==> config.mk <==
export PLATFORM = sky130hd
export DESIGN_NAME = prog_uart_tx
export DESIGN_NICKNAME = d
export VERILOG_FILES = /design/src/rtl/prog_uart_tx.sv
export SDC_FILE = /design/constraint.sdc
export NUM_CORES = 1
export LEC_CHECK = 0
export ABC_AREA = 1
export BUFFER_PORTS_ARGS = -buffer_cell sky130_fd_sc_hd__buf_4
export CAP_MARGIN = 40
export CORE_MARGIN = 4
export CORE_UTILIZATION = 45
export DETAILED_ROUTE_END_ITERATION = 10
export PLACE_DENSITY_LB_ADDON = 0.25
export SYNTH_ARGS = -nofsm -noshare
export SYNTH_HDL_FRONTEND = slang
export SYNTH_SLANG_ARGS = --single-unit
==> constraint.sdc <==
create_clock -name clk_i -period 3.4 [get_ports clk_i]
set_input_delay 0.51 -clock clk_i [delete_from_list [all_inputs] [get_ports clk_i]]
set_output_delay 0.51 -clock clk_i [all_outputs]
set_load 0.02 [all_outputs]
==> src/rtl/prog_uart_tx.sv <==
// Byte-serial 8N1/8N2 UART transmitter with a small byte FIFO and run-time bit time.
// Define PROG_UART_TX_PARITY_EN to insert an even-parity bit after the data bits.
module prog_uart_tx #(
    parameter int FifoDepth = 4,
    parameter int StopBits  = 1
) (
    input  logic                         clk_i,
    input  logic                         rst_ni,
    input  logic [15:0]                  clks_per_bit_i,
    input  logic                         tx_valid_i,
    input  logic [7:0]                   tx_byte_i,
    output logic                         tx_ready_o,
    output logic                         tx_o,
    output logic                         tx_busy_o,
    output logic                         tx_done_o,
    output logic [$clog2(FifoDepth):0]   fifo_level_o
);

    localparam int PtrW = $clog2(FifoDepth);
    localparam int LvlW = PtrW + 1;
    localparam logic [LvlW-1:0] FULL_LVL  = LvlW'(FifoDepth);
    localparam logic [PtrW-1:0] PTR_ONE   = PtrW'(1);
    localparam logic [LvlW-1:0] LVL_ONE   = LvlW'(1);
    localparam logic [2:0]      STOP_LAST = 3'(StopBits - 1);

    typedef enum logic [2:0] {
        ST_IDLE   = 3'd0,
        ST_START  = 3'd1,
        ST_DATA   = 3'd2,
`ifdef PROG_UART_TX_PARITY_EN
        ST_PARITY = 3'd3,
`endif
        ST_STOP   = 3'd4
    } state_t;

    function automatic logic even_parity(input logic [7:0] data);
        return ^data;
    endfunction

    state_t            state_r, state_next_s;
    logic [7:0]        mem_r [FifoDepth];
    logic [PtrW-1:0]   wr_ptr_r, rd_ptr_r;
    logic [LvlW-1:0]   level_r;
    logic              push_s, pop_s, done_s, bit_end_s;
    logic [15:0]       cpb_eff_s, baud_cnt_r, bit_time_r;
    logic [2:0]        bit_idx_r;
    logic [7:0]        shift_r;
    logic              par_r, tx_r, done_r, busy_r;

    assign tx_ready_o   = (level_r != FULL_LVL);
    assign push_s       = tx_valid_i && tx_ready_o;
    assign cpb_eff_s    = (clks_per_bit_i == 16'd0) ? 16'd1 : clks_per_bit_i;
    assign bit_end_s    = (baud_cnt_r == 16'd0);
    assign tx_o         = tx_r;
    assign tx_done_o    = done_r;
    assign tx_busy_o    = busy_r;
    assign fifo_level_o = level_r;

    // FIFO storage, pointers and occupancy
    always_ff @(posedge clk_i or negedge rst_ni) begin
        if (!rst_ni) begin
            wr_ptr_r <= '0;
            rd_ptr_r <= '0;
            level_r  <= '0;
            for (int i = 0; i < FifoDepth; i++) begin
                mem_r[i] <= 8'h00;
            end
        end else begin
            if (push_s) begin
                mem_r[wr_ptr_r] <= tx_byte_i;
                wr_ptr_r        <= wr_ptr_r + PTR_ONE;
            end
            if (pop_s) begin
                rd_ptr_r <= rd_ptr_r + PTR_ONE;
            end
            case ({push_s, pop_s})
                2'b10:   level_r <= level_r + LVL_ONE;
                2'b01:   level_r <= level_r - LVL_ONE;
                default: level_r <= level_r;
            endcase
        end
    end

    // FSM state register
    always_ff @(posedge clk_i or negedge rst_ni) begin
        if (!rst_ni) begin
            state_r <= ST_IDLE;
        end else begin
            state_r <= state_next_s;
        end
    end

    // Next-state, FIFO pop and end-of-frame decode
    always_comb begin
        state_next_s = state_r;
        pop_s        = 1'b0;
        done_s       = 1'b0;
        case (state_r)
            ST_IDLE: begin
                if (level_r != '0) begin
                    pop_s        = 1'b1;
                    state_next_s = ST_START;
                end else begin
                    state_next_s = ST_IDLE;
                end
            end
            ST_START: begin
                if (bit_end_s) begin
                    state_next_s = ST_DATA;
                end else begin
                    state_next_s = ST_START;
                end
            end
            ST_DATA: begin
                if (bit_end_s && (bit_idx_r == 3'd7)) begin
`ifdef PROG_UART_TX_PARITY_EN
                    state_next_s = ST_PARITY;
`else
                    state_next_s = ST_STOP;
`endif
                end else begin
                    state_next_s = ST_DATA;
                end
            end
`ifdef PROG_UART_TX_PARITY_EN
            ST_PARITY: begin
                if (bit_end_s) begin
                    state_next_s = ST_STOP;
                end else begin
                    state_next_s = ST_PARITY;
                end
            end
`endif
            ST_STOP: begin
                if (bit_end_s && (bit_idx_r == STOP_LAST)) begin
                    done_s = 1'b1;
                    // Chain straight into the next frame so there is no idle gap
                    if (level_r != '0) begin
                        pop_s        = 1'b1;
                        state_next_s = ST_START;
                    end else begin
                        state_next_s = ST_IDLE;
                    end
                end else begin
                    state_next_s = ST_STOP;
                end
            end
            default: begin
                state_next_s = ST_IDLE;
            end
        endcase
    end

    // Bit timing, bit index and shift register; bit time is latched only when a byte is popped
    always_ff @(posedge clk_i or negedge rst_ni) begin
        if (!rst_ni) begin
            shift_r    <= 8'h00;
            bit_time_r <= 16'd1;
            baud_cnt_r <= 16'd0;
            bit_idx_r  <= 3'd0;
            par_r      <= 1'b0;
        end else if (pop_s) begin
            shift_r    <= mem_r[rd_ptr_r];
            par_r      <= even_parity(mem_r[rd_ptr_r]);
            bit_time_r <= cpb_eff_s;
            baud_cnt_r <= cpb_eff_s - 16'd1;
            bit_idx_r  <= 3'd0;
        end else if ((state_r != ST_IDLE) && bit_end_s) begin
            baud_cnt_r <= bit_time_r - 16'd1;
            if (state_r == ST_DATA) begin
                shift_r   <= {1'b0, shift_r[7:1]};
                bit_idx_r <= bit_idx_r + 3'd1;
            end else if (state_r == ST_STOP) begin
                bit_idx_r <= bit_idx_r + 3'd1;
            end else begin
                bit_idx_r <= 3'd0;
            end
        end else if (state_r != ST_IDLE) begin
            baud_cnt_r <= baud_cnt_r - 16'd1;
        end else begin
            baud_cnt_r <= baud_cnt_r;
        end
    end

    // Registered line, done pulse and busy flag (all one cycle behind the FSM state)
    always_ff @(posedge clk_i or negedge rst_ni) begin
        if (!rst_ni) begin
            tx_r   <= 1'b1;
            done_r <= 1'b0;
            busy_r <= 1'b0;
        end else begin
            case (state_r)
                ST_IDLE:   tx_r <= 1'b1;
                ST_START:  tx_r <= 1'b0;
                ST_DATA:   tx_r <= shift_r[0];
`ifdef PROG_UART_TX_PARITY_EN
                ST_PARITY: tx_r <= par_r;
`endif
                ST_STOP:   tx_r <= 1'b1;
                default:   tx_r <= 1'b1;
            endcase
            done_r <= done_s;
            busy_r <= (state_r != ST_IDLE) || (level_r != '0);
        end
    end

endmodule

# [Yosys cells after proc, flatten, opt, wreduce, memory -nomap -nowiden]
# Cells that the tools add are included.
# Widths: inputs -> output; s select.
[op_classes] eq_ne=7 reduce_logical=17 order_cmp=3 addsub=8 n_bitwise=2 muxes=29
[op_table] cell="$mux 16" n=4
[op_table] cell="$mux 8" n=6
[op_table] cell="$sub 16x1->16 const B" n=3
[op_table] cell="$bwmux 32" n=1
[op_table] cell="$logic_not 16->1" n=2
[op_table] cell="$mux 3" n=6
[op_table] cell="$bmux 8 s2" n=1
[op_table] cell="$demux 8 s2" n=1
[op_table] cell="$pmux 3 s4" n=1
[op_table] cell="$reduce_bool 3->1" n=3
[op_table] cell="$add 3x1->3 const B" n=2
[op_table] cell="$eq 3x3->1 const B" n=2
[op_table] cell="$ge 3x3->1 const B" n=2
[op_table] cell="$logic_not 3->1" n=2
[op_table] cell="$not 2->3" n=2
[op_table] cell="$pmux 3 s2" n=1
[op_table] cell="$reduce_bool 2->1" n=3
[op_table] cell="$logic_and 1x1->1" n=5
[op_table] cell="$mux 1" n=5
[op_table] cell="$add 2x1->2 const B" n=2
[op_table] cell="$pmux 1 s2" n=2
[op_table] cell="$eq 3x1->1 const B" n=1
[op_table] cell="$eq 3x2->1 const B" n=1
[op_table] cell="$lt 3x1->1 const B" n=1
[op_table] cell="7 further kinds" n=7
[totals] output_inout_bits=7 inputBits=27 regBits=88 word_cells=81

# [Depth between registers and ports, before layout]
# Gate-level depths: netlist (run 1).
[logic_depth] word_depth=6 depth_mapped=20 mapped_depth_nobuf=20

# [Worst setup path before layout (run 1)]
# No wires, ideal clock.
[synth_timing] path_kind="reg2reg" startpoint="register bit_idx_r[0]" endpoint="register level_r[2], in the netlist fifo_level_o[2]" t_required_ns=3.269 synth_period_minus_slack_ns=2.519 arrival_ns=2.388 path_buffers=2 setup_slack_ns=0.881 path_stages_with_launch=17 setup_time_ns=0.131 cell_sequence="dfrtp_1 > inv_1 > ha_1 > inv_1 > nor2_1 > inv_1 > nor2_4 > nand3_2 > nand2_2 > buf_6 > clkbuf_1 > ha_1 > inv_1 > fa_1 > a21oi_1 > o21ai_0 > xor2_1"
[synth_between] elab_chain_cells=6 word_cells_on_any_way=8 cone_classes="eq/ne (2); mux (3); reduce/logical (3)"
[synth_lines] element="from (decl)" line_no="46" source="logic [2:0] bit_idx_r;"
[synth_lines] element="from (signal assigned)" line_no="172" source="bit_idx_r <= bit_idx_r + 3'd1;"
[synth_lines] element="from (signal assigned)" line_no="174" source="bit_idx_r <= bit_idx_r + 3'd1;"
[synth_lines] element="$logic_not 3->1 *" line_no="135" source="if (bit_end_s && (bit_idx_r == STOP_LAST)) begin"
[synth_lines] element="$logic_and 1x1->1 *" line_no="135"
[synth_lines] element="$mux 1 *" line_no="135"
[synth_lines] element="$pmux 1 s2 *" line_no="98" source="case (state_r)"
[synth_lines] element="$eq 2x1->1 / $eq 2x2->1 (equally long branches)" line_no="76" source="case ({push_s, pop_s})"
[synth_lines] element="$pmux 3 s2 / $reduce_bool 2->1 (equally long branches)"
[synth_lines] element="to (signal assigned)" line_no="77" source="2'b10: level_r <= level_r + LVL_ONE;"
[synth_lines] element="to (signal assigned)" line_no="78" source="2'b01: level_r <= level_r - LVL_ONE;"
[synth_lines] element="to (signal assigned)" line_no="79" source="default: level_r <= level_r;"
[synth_lines] element="to (decl)" line_no="43" source="logic [LvlW-1:0] level_r;"
# Every way passes the cells marked *; elsewhere a longest branch is shown, timed or not.
# A chain may end at the register's enable or synchronous reset.

# [Worst setup path in the final report (run 1)]
[layout_timing] startpoint="register bit_idx_r[0]" endpoint="register baud_cnt_r[14]"
[layout_between] elab_chain_cells=5 word_cells_on_any_way=6 cone_classes="mux (3); reduce/logical (3)"
[layout_lines] element="$logic_not 3->1 *" line_no="135"
[layout_lines] element="$logic_and 1x1->1 *" line_no="135"
[layout_lines] element="$mux 1 *" line_no="135"
[layout_lines] element="$pmux 1 s2 *" line_no="98"
[layout_lines] element="$reduce_bool 3->1 (no source line) / $mux 16 (equally long branches)"
[layout_lines] element="to (signal assigned)" line_no="166" source="baud_cnt_r <= cpb_eff_s - 16'd1;"
[layout_lines] element="to (signal assigned)" line_no="169" source="baud_cnt_r <= bit_time_r - 16'd1;"
[layout_lines] element="to (signal assigned)" line_no="179" source="baud_cnt_r <= baud_cnt_r - 16'd1;"
[layout_lines] element="to (decl)" line_no="45" source="logic [15:0] cpb_eff_s, baud_cnt_r, bit_time_r;"
# Marked as above.

==> out/results.tsv, run 1 <==
metric	value	unit
die extent in y	109	µm
clk_lat worst skew	0.38	ns
Mapped Cells	585	
# Max-Cap Violations	0	
switching power as a share of total power	37.6	%
area added between synthesis and finish	12.8	%
fraction of layout instances using a drive strength above 1	15.3	%
starting utilization of the core area	46.8	%
Yosys warning total	0	
Distinct cells, synth	39	
number of flops mapped to enable cells by yosys	0	
Core Area	9910	µm²
port buffer count	33	
fill cell count	957	
depth of the CTS H-tree	3	
part of the power in the clock network	22.8	%
Final ANT Viol Nets	0	
cts-stage hold buffer count	0	
average routed wire per standard cell	14.1	µm
io pins	34	
worst-margin pin slew	0.513	ns
synthesized flop and latch total	88	
post-detailed-placement half-perimeter wirelength	7.70	mm
DR vias	3900	
number of global-route vias before repair	3805	
Net Sw Power	0.00131	W
internal portion of total power	0.00217	W
Die W	109	µm
Setup Slack @ Placement	0.664	ns
Total Nets Final	655	
Final GP Congestion	0.899	
area of the die	12000	µm²
residual overflow from global routing	0	
Gate power share	32.7	%
number of instances resized during post-cts repair	0	
Clock transition at path regs	0.09	ns
setup tns final	0	ns
worst setup path class	reg -> reg	
Detailed Route Iter0 Violations	253	
highest-delay cell along the critical path	sky130_fd_sc_hd__dfrtp_1	
total wire length after detailed routing	10.7	mm
antenna violations before repair	0	
routed via count divided by cell count	5.17	
sequential cell area	2200	µm²
data arrival time of the worst path	3.06	ns
total clock buffers created by CTS	9	
status	finished clean	
buffers inserted during post-CTS setup optimization	0	
count of clock tree sinks	88	
Max stage delay on crit path	0.41	ns
final cell area excluding filler cells	5230	µm²
sequential-to-total area share from yosys stat	47.6	%
startpoint of the lowest-slack register-to-register path	bit_idx_r[0]	
cell-by-cell listing of the critical path	inv_1 -> ha_1 -> inv_1 -> nor2_1 -> nand4_1 -> nand2_2 -> nand2_4 -> nand2_1 -> nand2_1 -> inv_1 -> ha_1 -> nand3_1 -> nor2_2 -> inv_2 -> nor2_2 -> nand3_1 -> nand3_1 -> nand2_1	
maximum buffer depth of the clock tree	2	
Synth Flop Type	sky130_fd_sc_hd__dfrtp_1	
final worst-path setup slack	0.600	ns
Hold Vio Cnt, Final	0	
post-placement cell area	5020	µm²
Multi-input gate area	2100	µm²
Std-Cell Rows	36	
kind of start point of the critical path	flop	
number of search-and-repair iterations in the first detailed-routing pass	5	
Power Density	666	nW/µm²
TritonCTS clock tree	built	
tightest slew margin relative to the limit	65.7	%
Diodes inserted	0	
Max Freq	357	MHz
element type at the critical path end	flop	
Max Fanout on Critical Path	15	
Peak supply drop	0.347	mV
CP top delay family	simple AND/OR/NAND/NOR gates	
Bufs and invs on worst path	4	
Pwr Total	0.00348	W
combined area of all synthesized cells	4630	µm²
Global Route Usage Sum	19.6	%
count of endpoints failing setup in the final report	0	
RSZ-0062 raised after global routing	false	
maximum number of pins on one net before global-route repair	57	
DRC violations left	0	
Period minus WS final	2.80	ns
Clock Skew	0.00917	ns
endpoint required time on the critical path	3.66	ns
average cell area after synthesis	7.92	µm²
first-pass GRT wire length	18.3	mm
worst setup path startpoint	bit_idx_r[0]	
Max Transition Viols Final	0	
leak pwr	2.65	nW
sequential fraction of design power	44.5	%
Synthesized Nets	622	
cell count after placement	740	
async set or reset register ratio after synthesis	100	%
buffer cell driving the clock tree root	sky130_fd_sc_hd__clkbuf_8	
final worst path period share	82.4	%
worst min-delay path class	in -> async	
non-filler cells in the finished layout	755	
-- placed cells by master (no fill, tap or decap), types with 2 or more instances in the layout --
master                      count
sky130_fd_sc_hd__a21oi_1        7
sky130_fd_sc_hd__a221o_1        2
sky130_fd_sc_hd__buf_4         37
sky130_fd_sc_hd__bufinv_16      2
sky130_fd_sc_hd__clkbuf_8       9
sky130_fd_sc_hd__clkinv_2       2
sky130_fd_sc_hd__clkinv_4       2
sky130_fd_sc_hd__dfrtp_1       86
sky130_fd_sc_hd__dfstp_2        2
sky130_fd_sc_hd__ha_1           9
sky130_fd_sc_hd__inv_1         59
sky130_fd_sc_hd__inv_2          4
sky130_fd_sc_hd__nand2_1      181
sky130_fd_sc_hd__nand2_2       13
sky130_fd_sc_hd__nand2_4        3
sky130_fd_sc_hd__nand3_1       36
sky130_fd_sc_hd__nand3_2        3
sky130_fd_sc_hd__nand3b_1       2
sky130_fd_sc_hd__nand4_1        3
sky130_fd_sc_hd__nor2_1        44
sky130_fd_sc_hd__nor2_2         8
sky130_fd_sc_hd__nor2_4         6
sky130_fd_sc_hd__nor3_1         8
sky130_fd_sc_hd__nor4_1         4
sky130_fd_sc_hd__o21ai_0       58
sky130_fd_sc_hd__o21bai_1       4
sky130_fd_sc_hd__o22ai_1        8
sky130_fd_sc_hd__xnor2_1        2
sky130_fd_sc_hd__xor2_1         6
-- sequential cells by signal, indices dropped and copies added (netlist names), 2 cells and up --
signal and cells:
baud_cnt_r 16, bit_idx_r 3, bit_time_r 16, fifo_level_o 3, mem_r 32, rd_ptr_r 2, shift_r 8, state_r 3
wr_ptr_r 2
-- cells in the mapped netlist (2+ instances only) --
cell / instances / area (µm²)
sky130_fd_sc_hd__nand2_4: 3 / 33.8
sky130_fd_sc_hd__nor2_2: 8 / 50.1
sky130_fd_sc_hd__nand2_1: 181 / 679
sky130_fd_sc_hd__nand3b_1: 2 / 15.0
sky130_fd_sc_hd__inv_2: 4 / 15.0
sky130_fd_sc_hd__buf_6: 3 / 33.8
sky130_fd_sc_hd__nor2_1: 44 / 165
sky130_fd_sc_hd__nand2_2: 13 / 81.3
sky130_fd_sc_hd__xnor2_1: 2 / 17.5
sky130_fd_sc_hd__dfrtp_1: 86 / 2150
sky130_fd_sc_hd__ha_1: 9 / 113
sky130_fd_sc_hd__dfstp_2: 2 / 52.6
sky130_fd_sc_hd__nor4_1: 4 / 25.0
sky130_fd_sc_hd__o21ai_0: 58 / 290
sky130_fd_sc_hd__clkbuf_1: 11 / 41.3
sky130_fd_sc_hd__a21oi_1: 7 / 35.0
sky130_fd_sc_hd__nand3_2: 3 / 30.0
sky130_fd_sc_hd__a221o_1: 2 / 20.0
sky130_fd_sc_hd__nor3_1: 8 / 40.0
sky130_fd_sc_hd__xor2_1: 6 / 52.6
sky130_fd_sc_hd__nor2_4: 6 / 67.6
sky130_fd_sc_hd__nand3_1: 36 / 180
sky130_fd_sc_hd__nand4_1: 3 / 18.8
sky130_fd_sc_hd__o21bai_1: 4 / 30.0
sky130_fd_sc_hd__inv_1: 59 / 221
sky130_fd_sc_hd__o22ai_1: 8 / 50.1
-- logic make-up (layout without fill, tap and decap cells) --
| kind of cell | count (synthesis) | after routing | synth area share [%] |
|---|---|---|---|
| XOR/XNOR | 8 | 8 | 1.51 |
| AND/OR/NAND/NOR | 313 | 313 | 30.5 |
| adder cells (fa/ha/maj) | 10 | 10 | 2.86 |
| buffers and inverters | 80 | 117 | 7.10 |
| AO/OA/AOI/OAI | 86 | 86 | 10.5 |
| flip-flops | 88 | 88 | 47.6 |
-- through the flow --
stage / hold WS [ns] / util, %
floorplan: 0.214 / -
global placement: 0.457 / 50.4
detailed placement: 0.459 / 50.6
CTS: 0.0835 / 52.8
global route: 0.0945 / 52.8
finish: 0.0766 / 52.8
-- area by class of cell --
cell class	count	area share (%)
Multi-Input combinational cell	417	40.2
Sequential cell	88	42.2
Clock inverter	5	1.58
Clock buffer	10	2.44
Tap cell	133	3.18
Inverter	64	4.62
Timing Repair Buffer	38	5.84
-- routing by layer --
layer	wire, µm	part of all wire, %	track usage, %	vias to the layer above
li1	-	-	-	1927
met1	5270	49	28.6	1871
met2	4710	44	29.1	89
met3	556	5.2	5.11	13
met4	121	1.1	5.25	0
met5	0	0	0	-
-- power groups by stage --
stage	logic [W]	clock network, W	registers, W
CTS	0.00115	0.000807	0.00155
detailed placement	0.00114	0	0.00156
floorplan	0.000839	0	0.00152
global placement	0.00111	0	0.00155
finish	0.00114	0.000795	0.00155
global route	0.00130	0.000866	0.00159
-- worst register-to-register path, cell delays in order (launching register included) --
cell and delay (ns):
sky130_fd_sc_hd__dfrtp_1 0.41, sky130_fd_sc_hd__inv_1 0.08, sky130_fd_sc_hd__ha_1 0.14, sky130_fd_sc_hd__inv_1 0.04
sky130_fd_sc_hd__nor2_1 0.13, sky130_fd_sc_hd__nand4_1 0.17, sky130_fd_sc_hd__nand2_2 0.27, sky130_fd_sc_hd__nand2_4 0.19
sky130_fd_sc_hd__nand2_1 0.10, sky130_fd_sc_hd__nand2_1 0.10, sky130_fd_sc_hd__inv_1 0.08, sky130_fd_sc_hd__ha_1 0.19
sky130_fd_sc_hd__nand3_1 0.14, sky130_fd_sc_hd__nor2_2 0.24, sky130_fd_sc_hd__inv_2 0.07, sky130_fd_sc_hd__nor2_2 0.12
sky130_fd_sc_hd__nand3_1 0.08, sky130_fd_sc_hd__nand3_1 0.10, sky130_fd_sc_hd__nand2_1 0.07
-- final timing paths --
kind | to | cells past startpoint | slack [ns]
setup / recovery | baud_cnt_r[14] | 18 | 0.60
hold / removal | mem_r[4] | 1 | 0.08
setup reg to reg | baud_cnt_r[14] | 18 | 0.60
hold reg to reg | bit_time_r[8] | 2 | 0.48
max in group asynchronous | tx_o | 2 | 2.63
min in group clk_i | bit_time_r[15] | 3 | 0.39
Power figures use the tool's default switching activity.
==> inputs of run 2 (changes only) <==
- clock period: 3.4 -> 2.24 ns (I/O delays scaled with it)
==> out/results.tsv, run 2 (synthesis results as in run 1) <==
metric	value	unit	change
status	finished with violations		
violated checks	negative setup slack		
Hold Vio Cnt, Final	0		unchanged
Max Transition Viols Final	0		unchanged
post-placement cell area	5440	µm²	+8.4%
first-pass GRT wire length	19.0	mm	+4.0%
Diodes inserted	0		unchanged
final cell area excluding filler cells	6080	µm²	+16%
DR vias	4221		+8.2%
count of endpoints failing setup in the final report	10		+10
depth of the CTS H-tree	3		unchanged
final worst-path setup slack	-0.102	ns	-0.702 ns
Core Area	9910	µm²	unchanged
cell-by-cell listing of the critical path	nor2_2 -> nand2_2 -> nor2_4 -> nand4_1 -> nand2_2 -> nand2_4 -> buf_12 -> buf_12 -> nand2_1 -> nand2_2 -> nor2_2 -> nand2_1 -> nor2_2 -> nand3_1 -> nand3_1 -> nand2_1		
maximum number of pins on one net before global-route repair	46		-19%
area added between synthesis and finish	31.1	%	
Clock Skew	0.00817	ns	-0.00100 ns
element type at the critical path end	flop		
final worst path period share	105	%	+22 points
Max Fanout on Critical Path	8		-7
fraction of layout instances using a drive strength above 1	31.7	%	+16 points
Total Nets Final	726		+11%
die extent in y	109	µm	unchanged
Bufs and invs on worst path	2		-2
io pins	34		unchanged
starting utilization of the core area	46.8	%	unchanged
number of global-route vias before repair	3985		+4.7%
Final ANT Viol Nets	0		unchanged
worst setup path class	reg -> reg		
worst-margin pin slew	0.596	ns	+0.0830 ns
maximum buffer depth of the clock tree	2		unchanged
highest-delay cell along the critical path	sky130_fd_sc_hd__dfrtp_1		
Setup Slack @ Placement	-0.158	ns	-0.822 ns
clk_lat worst skew	0.38	ns	about the same
total clock buffers created by CTS	9		unchanged
leak pwr	3.04	nW	+15%
register containing the most flip-flops in the final layout	mem_r		
number of search-and-repair iterations in the first detailed-routing pass	6		+1
Final GP Congestion	0.857		-4.7%
count of clock tree sinks	88		unchanged
endpoint required time on the critical path	2.50	ns	-1.16 ns
RSZ-0062 raised after global routing	true		
routed via count divided by cell count	5.10		-1.2%
average routed wire per standard cell	14.2	µm	+0.93%
Die W	109	µm	unchanged
Period minus WS final	2.34	ns	-0.458 ns
antenna violations before repair	0		unchanged
TritonCTS clock tree	built		
largest registers	mem_r: 32 flops, baud_cnt_r: 16 flops, bit_time_r: 16 flops		
most frequent cells in the layout	160 x sky130_fd_sc_hd__nand2_1, 99 x sky130_fd_sc_hd__buf_4, 86 x sky130_fd_sc_hd__dfrtp_1, 53 x sky130_fd_sc_hd__inv_1, 53 x sky130_fd_sc_hd__o21ai_0		
Max Freq	427	MHz	+20%
Std-Cell Rows	36		unchanged
Clock transition at path regs	0.09	ns	about the same
tightest slew margin relative to the limit	60.3	%	-5.5 points
buffer cell driving the clock tree root	sky130_fd_sc_hd__clkbuf_8		
total wire length after detailed routing	11.8	mm	+11%
data arrival time of the worst path	2.60	ns	-0.46 ns
# Max-Cap Violations	0		unchanged
Max stage delay on crit path	0.40	ns	about the same
Detailed Route Iter0 Violations	304		+20%
CP top delay family	simple AND/OR/NAND/NOR gates		
DRC violations left	0		unchanged
Power Density	962	nW/µm²	+44%
kind of start point of the critical path	flop		
area of the die	12000	µm²	unchanged
leading cell type in the layout, fill and taps excluded	sky130_fd_sc_hd__nand2_1		
post-detailed-placement half-perimeter wirelength	8.08	mm	+4.9%
max reg flops	32		unchanged
residual overflow from global routing	0		unchanged
port buffer count	33		unchanged
Global Route Usage Sum	20.4	%	+0.72 points
worst min-delay path class	in -> reg		
Peak supply drop	0.696	mV	+100%
-- run 2: layout make-up --
type                            instances  area (µm²)
Multi-Input combinational cell        417        2390
Clock buffer                            9         124
Fill cell                             869        3830
Tap cell                              133         166
Sequential cell                        88        2200
Inverter                               64         250
Clock inverter                          7        55.1
Timing Repair Buffer                  109         883
-- run 2: worst paths after layout --
path | start | end | slack [ns] | cells after the start
min in group asynchronous | rst_ni | bit_time_r[3] | 0.50 | 2
setup / recovery | baud_cnt_r[14] | baud_cnt_r[13] | -0.10 | 16
setup reg to reg | baud_cnt_r[14] | baud_cnt_r[13] | -0.10 | 16
max in group asynchronous | rst_ni | wr_ptr_r[1] | 1.10 | 3
hold / removal | clks_per_bit_i[10] | bit_time_r[10] | 0.22 | 3
hold reg to reg | bit_time_r[9] | bit_time_r[9] | 0.48 | 2
-- run 2: per-stage QoR --
stage	power (W)	utilization [%]	std cells	TNS (ns)	hold slack, ns
2_1_floorplan	0.00360	-	585	-0.0784	0.0404
3_3_place_gp	0.00434	54.9	792	-0.742	0.386
3_5_place_dp	0.00441	54.9	792	-1.34	0.389
4_1_cts	0.00557	58.3	814	-0.0243	0.197
5_1_grt	0.00628	61.3	827	-1.93	0.235
6_report	0.00584	61.3	827	-0.398	0.221
-- run 2: power breakdown --
part / leakage [nW] / internal (W) / switching [W]
Clock: 0.0919 / 0.000417 / 0.000628
Combinational: 1.87 / 0.00103 / 0.00144
Sequential: 1.08 / 0.00205 / 0.000281
Total: 3.04 / 0.00349 / 0.00235
-- run 2: tightest hold or removal path, delay by kind of cell --
kind          cells  cell delay (ns)
buf+inv           1             0.10
simple gates      2             0.13
-- run 2: routing by layer --
metal,part of all wire [%],global-route usage [%],up-vias
li1,-,-,2088
met2,46,31.6,93
met4,1.7,7.84,0
met1,48,28.8,2024
met5,0,0,-
met3,4.8,2.99,16
-- run 2: timing repair --
action,4_1_cts,5_1_grt
resized for setup,31,55
setup endpoints to repair,15,19
pin swaps,14,29
hold buffers,1,0
cloned,0,1
hold endpoints to repair,41,0
setup buffers,5,12
